<file path="src/rtl/muldiv_sequencer.sv">
// muldiv_sequencer: multi-cycle MULTU/DIVU controller for the EX stage.
// It has no adder of its own. Each cycle it borrows the shared ALU for one
// add (shift-add multiply) or one subtract (restoring divide), and it keeps
// the partial results in HI/LO.
module muldiv_sequencer #(
    parameter int                WIDTH     = 32,
    parameter logic [WIDTH-1:0]  DIV0_QUOT = 32'hFFFFFFFF
) (
    input  logic             clk,
    input  logic             rst_n,
    input  logic             start,
    input  logic             op,
    input  logic [WIDTH-1:0] operand_a,
    input  logic [WIDTH-1:0] operand_b,
    input  logic             flush,
    output logic             busy,
    output logic             done,
    output logic [WIDTH-1:0] hi,
    output logic [WIDTH-1:0] lo,
    output logic [WIDTH-1:0] alu_src_a,
    output logic [WIDTH-1:0] alu_src_b,
    output logic [4:0]       alu_control,
    input  logic [WIDTH-1:0] alu_result
);

    // Shared ALU control encodings (only add and sub are ever driven).
    localparam logic [4:0] ALU_ADD = 5'b00010;
    localparam logic [4:0] ALU_SUB = 5'b00110;

    localparam int CNT_W = $clog2(WIDTH);

    typedef enum logic [1:0] {
        S_IDLE,
        S_MUL,
        S_DIV,
        S_FIN
    } state_t;

    state_t             state_q, state_d;
    logic [WIDTH-1:0]   hi_q, hi_d;
    logic [WIDTH-1:0]   lo_q, lo_d;
    logic [WIDTH-1:0]   opb_q, opb_d;   // multiplier M or divisor D
    logic [CNT_W-1:0]   cnt_q, cnt_d;

    logic               accept;
    logic               last_iter;
    logic               mul_carry;
    logic               r_top;
    logic [WIDTH-1:0]   r_rem;
    logic               sub_ok;

    // A request is taken only from IDLE, and flush always beats start.
    assign accept    = (state_q == S_IDLE) && start && !flush;
    assign last_iter = (cnt_q == CNT_W'(WIDTH - 1));

    // Multiply: the ALU adds hi + M. An unsigned wrap shows up as a result
    // smaller than hi, and that is the carry into the 65-bit shift.
    assign mul_carry = (alu_result < hi_q);

    // Divide: shift the partial remainder left by one and pull in the next
    // dividend bit from lo. The bit that falls out of hi (r_top) means the
    // 33-bit remainder is certainly >= D.
    assign r_top  = hi_q[WIDTH-1];
    assign r_rem  = {hi_q[WIDTH-2:0], lo_q[WIDTH-1]};
    assign sub_ok = r_top || (r_rem >= opb_q);

    // ALU operand and control drive. Only MUL and DIV use the ALU.
    always_comb begin
        alu_src_a   = '0;
        alu_src_b   = '0;
        alu_control = ALU_ADD;
        case (state_q)
            S_MUL: begin
                alu_src_a   = hi_q;
                alu_src_b   = opb_q;
                alu_control = ALU_ADD;
            end
            S_DIV: begin
                alu_src_a   = r_rem;
                alu_src_b   = opb_q;
                alu_control = ALU_SUB;
            end
            default: ;
        endcase
    end

    // Next-state logic and the HI/LO/counter datapath updates.
    always_comb begin
        state_d = state_q;
        hi_d    = hi_q;
        lo_d    = lo_q;
        opb_d   = opb_q;
        cnt_d   = cnt_q;
        case (state_q)
            S_IDLE: begin
                if (accept) begin
                    cnt_d = '0;
                    opb_d = operand_b;
                    if (!op) begin
                        state_d = S_MUL;
                        hi_d    = '0;
                        lo_d    = operand_a;
                    end else if (operand_b != '0) begin
                        state_d = S_DIV;
                        hi_d    = '0;
                        lo_d    = operand_a;
                    end else begin
                        // Divide by zero resolves at once, with no ALU work.
                        state_d = S_FIN;
                        hi_d    = operand_a;
                        lo_d    = DIV0_QUOT;
                    end
                end
            end
            S_MUL: begin
                if (lo_q[0]) begin
                    {hi_d, lo_d} = {mul_carry, alu_result, lo_q[WIDTH-1:1]};
                end else begin
                    {hi_d, lo_d} = {1'b0, hi_q, lo_q[WIDTH-1:1]};
                end
                cnt_d = cnt_q + 1'b1;
                if (last_iter) begin
                    state_d = S_FIN;
                    cnt_d   = '0;
                end
            end
            S_DIV: begin
                if (sub_ok) begin
                    hi_d = alu_result;
                    lo_d = {lo_q[WIDTH-2:0], 1'b1};
                end else begin
                    hi_d = r_rem;
                    lo_d = {lo_q[WIDTH-2:0], 1'b0};
                end
                cnt_d = cnt_q + 1'b1;
                if (last_iter) begin
                    state_d = S_FIN;
                    cnt_d   = '0;
                end
            end
            S_FIN: begin
                state_d = S_IDLE;
            end
            default: begin
                state_d = S_IDLE;
            end
        endcase

        // A kill drops the operation. HI/LO simply hold, and software must
        // not rely on them after a flush.
        if (flush && (state_q != S_IDLE)) begin
            state_d = S_IDLE;
            hi_d    = hi_q;
            lo_d    = lo_q;
            cnt_d   = '0;
        end
    end

    // State, HI/LO, latched operand and iteration counter registers.
    always_ff @(posedge clk or negedge rst_n) begin
        if (!rst_n) begin
            state_q <= S_IDLE;
            hi_q    <= '0;
            lo_q    <= '0;
            opb_q   <= '0;
            cnt_q   <= '0;
        end else begin
            state_q <= state_d;
            hi_q    <= hi_d;
            lo_q    <= lo_d;
            opb_q   <= opb_d;
            cnt_q   <= cnt_d;
        end
    end

    // Stall starts in the issue cycle itself, and a killed FIN reports no done.
    assign busy = (state_q != S_IDLE) || accept;
    assign done = (state_q == S_FIN) && !flush;
    assign hi   = hi_q;
    assign lo   = lo_q;

endmodule

</file>
<file path="config.mk">
export PLATFORM = sky130hd
export DESIGN_NAME = muldiv_sequencer
export DESIGN_NICKNAME = d
export VERILOG_FILES = /design/src/rtl/muldiv_sequencer.sv
export SDC_FILE = /design/constraint.sdc
export NUM_CORES = 1
export LEC_CHECK = 0
export ABC_AREA = 0
export CAP_MARGIN = 0
export CORE_MARGIN = 2
export CORE_UTILIZATION = 40
export CTS_BUF_LIST = sky130_fd_sc_hd__clkbuf_4 sky130_fd_sc_hd__clkbuf_8
export CTS_CLUSTER_DIAMETER = 50
export DETAILED_ROUTE_END_ITERATION = 12
export PLACE_DENSITY = 0.71
export SYNTH_ARGS = -nofsm -noshare
export SYNTH_HDL_FRONTEND = slang
export SYNTH_SLANG_ARGS = --single-unit
</file>
<file path="constraint.sdc">
create_clock -name clk -period 1.98 [get_ports clk]
set_input_delay 0.495 -clock clk [delete_from_list [all_inputs] [get_ports clk]]
set_output_delay 0.495 -clock clk [all_outputs]
set_load 0.01 [all_outputs]
</file>
After elaboration in Yosys (flattened, before gate mapping)
Cells that the tools add are included.

Register bits after elaboration: 103. Bits in latches: 0. Bits in writable memories: 0. Memory bits (read-only): 0. Input bits: 101. Output and inout bits: 135. Word-level logic and storage cells: 58. Memories: 0.

$add $sub $neg: 1. Multipliers: 0. Divide/modulo/power cells: 0. Magnitude comparators: 2. Equal/unequal tests: 7. Shifts and indexed selects: 0. Mux-type cells: 25. Bitwise gates (word level): 1. Reduce and logical (&&, ||, !) cells: 17.

Operator list (count): 32-bit 2-to-1 mux (10); 32-bit case mux with 3 select lines (2); 32-bit case mux with 2 select lines (1); 32-bit greater-or-equal comparator (1); 32-bit < comparator (1); 32-bit nonzero test (1); 5-bit 2-to-1 mux (3); 5-bit case mux with 2 select lines (1); 2-bit 2-to-1 mux (4); 2-bit case mux with 3 select lines (1); 2-bit AND reduction (3); 3-bit nonzero test (2); 5-bit by 1-bit adder with 5-bit output (second input constant) (1); 5-bit == test (second input constant) (1); 2-bit == test (second input constant) (2); 1-bit logical AND (4); 3-bit 2-to-1 mux (1); 3-bit by 1-bit != test with 1-bit output (second input constant) (1); 3-bit by 2-bit != test with 1-bit output (second input constant) (1); 3-bit AND reduction (1); 2-bit by 1-bit == test with 1-bit output (second input constant) (1); 2-bit logical NOT (1); 1-bit logical OR (2); 1-bit 2-to-1 mux (2); other kinds (5) (5).

Logic depth before layout (Yosys ltp)
Depth in word-level cells: 6. Gate-level depth with buffers: 11. Gate-level depth less buffers: 9.

Worst setup path before layout
Ideal clock, no wire load.

Path type: flip-flop to flip-flop. From: register hi_q[12], in the netlist hi[12]. To: register hi_q[0], in the netlist hi[0]. Setup time: 129 ps. Arrival: 2071 ps. Data required time: 1851 ps. Slack: -220 ps. Cell stages (with the launch flop): 11. Path buffers: 2. Period minus slack after synthesis: 2200 ps. Cells stage by stage: dfrtp_1 > ha_1 > nand4_1 > nor3_2 > nand2_1 > o211a_1 > o31a_1 > buf_6 > buf_2 > nand4_1 > nand3_1.

Word-level cells in the longest chain between the ends: 4.

RTL lines: from (decl) (line 40) `logic [WIDTH-1:0] hi_q, hi_d;`; from (signal assigned) (line 169) `hi_q <= hi_d;`; 32-bit greater-or-equal comparator (line 65) `assign sub_ok = r_top || (r_rem >= opb_q);`; 1-bit logical OR (line 65); 32-bit 2-to-1 mux (line 128) `if (sub_ok) begin`; 32-bit case mux with 3 select lines (line 94) `case (state_q)`.

Every way passes these cells. A chain may end at the register's enable or synchronous reset.

Final worst setup path
From: register state_q[0]. To: output alu_src_a[14].

Word-level cells in the longest chain between the ends: 2. Elaborated cells on any way between the ends: 3. Classes of those cells: eq/ne (2); mux (1).

RTL lines: from (decl) (line 39) `state_t state_q, state_d;`; from (signal assigned) (line 168) `state_q <= state_d;`; 2-bit == test / 2-bit by 1-bit == test with 1-bit output (equally long branches) (line 72) `case (state_q)`; 32-bit case mux with 2 select lines * (line 72); to (decl) (line 20) `output logic [WIDTH-1:0] alu_src_a,`.

Mark *: on every way between the ends. The rest lies on a longest branch, timed or not.

==> key figures <==
Setup path
  • Critical Path RT: 1480 ps
  • WP data arrival: 1950 ps
  • Critical path peak fanout: 8
  • Critical path startpoint: state_q[0]$_DFFE_PN0P_
  • Worst R2R Start: hi[4]$_DFFE_PN0P_
  • Family with the most delay on the worst path: buffers and inverters
  • CP Launch Type: flip-flop
  • Crit path capture type: output pin
  • Worst reg2reg endpoint: hi[13]$_DFFE_PN0P_
  • R2R setup slack: -390 ps
  • CP Cell Sequence: inv_2 -> ha_4 -> buf_12 -> buf_8 -> buf_4 -> nor2b_2 -> buf_2
  • Setup CP Type: flip-flop to output pin
  • Reg2Reg Depth: 10
  • Worst path slowest cell: dfrtp_1
  • CP endpoint: alu_src_a[14]
  • CP peak stage delay: between 400 and 500 ps
  • CP Depth: 7
  • Worst Path Buf+Inv: 5

Power
  • Register share of total power: approximately 14%
  • Psw: around 0.013 W
  • Pint: approximately 0.017 W
  • VDD IR max: 1090 uV
  • Leakage Power: between 6 and 7 nW
  • Sw Share: between 40% and 50%
  • Clock power frac: 5.1%
  • Pwr per Cell Area: between 2000 and 2500 nW/um2
  • Comb power frac: 80.7%

Floorplanning
  • Core region area: around 21000 um2
  • Die H: 149 um
  • DIE WIDTH: 149 um
  • Row count: 53
  • Initial Util: about two fifths
  • IO Count: about 240
  • DIE AREA: 22200 um2

STA
  • Highest clock rate: 410 MHz
  • Minimum hold slack: about 21 ps
  • Clk_skew: 19.7 ps
  • Hold violation total from the final report: 0
  • Period utilization: 123%
  • RSZ-0062 raised after global routing: yes
  • Fin worst setup slack: -462 ps
  • Slew Viols, Final: 0
  • Final period demand of the worst path: 2440 ps
  • # setup viols final: about 130

Global route
  • Global-route wire length before repair: ~56000 um
  • Largest net degree at the start of global routing: 61
  • Antenna violations before repair: 0
  • Vias in the first global route: slightly below 10000
  • Total grt overflow: 0
  • Tot GR Track Use: about a third

Clock tree
  • Num CTS Buffers: 9
  • Worst skew pair latency: 410 ps
  • Clock slew at reported path FFs: roughly 120 ps
  • Clock Sinks: 103
  • H-Tree Level Count: 3
  • CTS root buf: clkbuf_8
  • CTS tree: done
  • Clock Tree Buf Depth: 2

Placement
  • Post-DP HPWL: 23300 um
  • GP Congestion: about 0.91
  • Placed Area: roughly 12000 um2
  • Port Buffers: 231

Synth
  • Ys Warns: 0
  • Post-Synthesis Cells: 1014
  • Seq/Total Area, Yosys: between 30% and 40%
  • Post-synth EDFFs: 0
  • Synth top area cells: dfrtp_1, ha_1, o21ai_0, a22oi_1, nor2b_1
  • Mapped Area: roughly 8400 um2
  • Syn Area/Cell: ~8.3 um2
  • Post-synth cell types: between 40 and 50
  • Top_reg_cell synth: dfrtp_1
  • Post-synth ARST share: between 90% and 100%
  • Post-synth top area share: a little over 30%
  • Post-synth top area cell: dfrtp_1
  • Register bit total from synthesis: approximately 100

Route
  • Pre-antenna DRT Iters: 5
  • Vias: about 9900
  • DRC violations left: 0
  • Post-Route WL: between 30000 and 40000 um
  • Vias/cell: slightly below 6
  • Wire per inst: between 20 and 25 um
  • DRT iter0 DRCs: slightly above 900
  • DRT antenna net count: 0

Hold path
  • Min-Delay Path Class: input pin to asynchronous set/reset pin

Cells and area
  • Nets@finish: ~1600
  • Synth-to-Final Area Change: 72.6%
  • Design Area, Final: around 15000 um2
  • Diodes inserted: 0
  • Layout cells sized above 1: 40.3%

Run
  • Max Cap Viol: 0

Status
  • Outcome: complete, but fails checks
  • Failing checks: negative setup slack
## metal layers
metal  track usage [%]  routed length (um)  vias up
met1              42.8               15100     4758
met4              11.8                1030        0
met2              51.1               17100      540
met5                 0                   0        -
met3              8.47                3540       79
li1                  -                   -     4546
## cells in the mapped netlist (2+ instances only)
| master | n |
|---|---|
| buf_4 | 7 |
| nand4_1 | 40 |
| o211a_1 | 2 |
| buf_1 | 6 |
| nor3_2 | 2 |
| nor4_1 | 9 |
| nand2_1 | 89 |
| and4_1 | 2 |
| nor3_1 | 8 |
| nand3_1 | 71 |
| and2_1 | 33 |
| a21oi_1 | 23 |
| o21ai_1 | 3 |
| conb_1 | 2 |
| dfrtp_1 | 103 |
| clkbuf_1 | 53 |
| nand4b_1 | 32 |
| a22oi_1 | 62 |
| ha_1 | 70 |
| o211ai_1 | 32 |
| inv_1 | 69 |
| a22o_1 | 2 |
| nor2b_1 | 66 |
| nor2_1 | 11 |
| buf_2 | 10 |
| o21ai_0 | 112 |
| mux2_2 | 33 |
| a221oi_1 | 2 |
| mux2i_1 | 31 |
| o21a_1 | 2 |
| buf_6 | 3 |
| nand2b_1 | 3 |
| a211oi_1 | 6 |
## flip-flops by register name, indices dropped and copies added (netlist names)
register / count
lo: 32
opb_q: 32
state_q: 2
hi: 32
cnt_q: 5
## worst min-delay path by stage
stage	start	end	slack [ps]	cells past startpoint
6_report	rst_n	hi[28]$_DFFE_PN0P_	20	1
5_1_grt	rst_n	lo[24]$_DFFE_PN0P_	30	1
4_1_cts	rst_n	lo[24]$_DFFE_PN0P_	20	1
3_5_place_dp	rst_n	lo[24]$_DFFE_PN0P_	470	1
3_3_place_gp	rst_n	lo[24]$_DFFE_PN0P_	470	1
2_1_floorplan	rst_n	cnt_q[0]$_DFFE_PN0P_	200	0
## cell type report
type | instances | area [um2]
clock inverter | 6 | 75.1
timing repair buffer | 485 | 4930
tap | 275 | 344
multi-input combinational | 765 | 6200
fill | 1590 | 6280
sequential | 103 | 2600
inverter | 69 | 259
clock buffer | 10 | 138
## layout by cell type (no fill, tap or decap), types with 5 or more instances in the layout
cell type and count:
a21oi_1 21, a22oi_1 30, a22oi_2 32, and2_4 31, buf_12 29, buf_16 11, buf_2 25, buf_4 176
buf_6 72, buf_8 5, bufbuf_16 5, clkbuf_2 7, clkbuf_8 10, clkdlybuf4s50_1 98, dfrtp_1 85, dfrtp_2 18
dlygate4sd2_1 48, ha_1 52, ha_4 18, inv_1 66, mux2_2 33, mux2i_1 31, nand2_1 84, nand3_1 69
nand4_1 40, nand4b_1 32, nor2_1 10, nor2b_1 37, nor2b_2 14, nor2b_4 15, nor3_1 7, nor4_2 6
o211ai_1 32, o21ai_0 44, o21ai_1 35, o21ai_2 32
## power groups by stage
stage | combinational [W] | sequential [W] | clock [W]
2_1_floorplan | 0.00858 | 0.00441 | 0
3_3_place_gp | 0.0160 | 0.00414 | 0
3_5_place_dp | 0.0164 | 0.00416 | 0
4_1_cts | 0.0227 | 0.00416 | 0.00153
5_1_grt | 0.0255 | 0.00434 | 0.00162
6_report | 0.0240 | 0.00422 | 0.00152
## through the flow
step | power (W) | worst slack, ps | setup TNS, ps | utilization [%] | instances
after floorplan | 0.0130 | -75.2 | -1990 | - | 1016
after global placement | 0.0201 | -916 | -82400 | 60.0 | 1623
after detailed placement | 0.0205 | -1000 | -85380 | 60.0 | 1623
after CTS | 0.0284 | -448 | -34610 | 68.7 | 1706
after global routing | 0.0314 | -503 | -43300 | 69.9 | 1713
final | 0.0297 | -462 | -38280 | 69.9 | 1713
## logic make-up after synthesis
family                   share of synthesized area, %
flip-flops                                       30.6
other                                          0.0891
AO/OA/AOI/OAI                                    18.9
AND/OR/NAND/NOR                                  24.6
buffers and inverters                            7.32
multiplexers                                     8.09
adder cells (fa/ha/maj)                          10.4
## repair_timing
| action | in CTS | in global routing |
|---|---|---|
| gates resized for setup | 628 | 82 |
| pin swaps | 73 | 51 |
| setup endpoints to repair | 164 | 143 |
| setup buffers | 47 | 12 |
| gates cloned | 21 | 1 |
| hold buffers | 0 | 0 |
## worst reg2reg max path: stages (launching register included)
cell	delay [ps]
dfrtp_1	480
ha_4	310
nand3_1	80
nor2_1	140
a21oi_2	70
o211a_1	260
o31a_4	330
buf_8	160
clkbuf_16	170
nand4b_1	180
nand3_1	110
(Power assumes the default switching activity.)
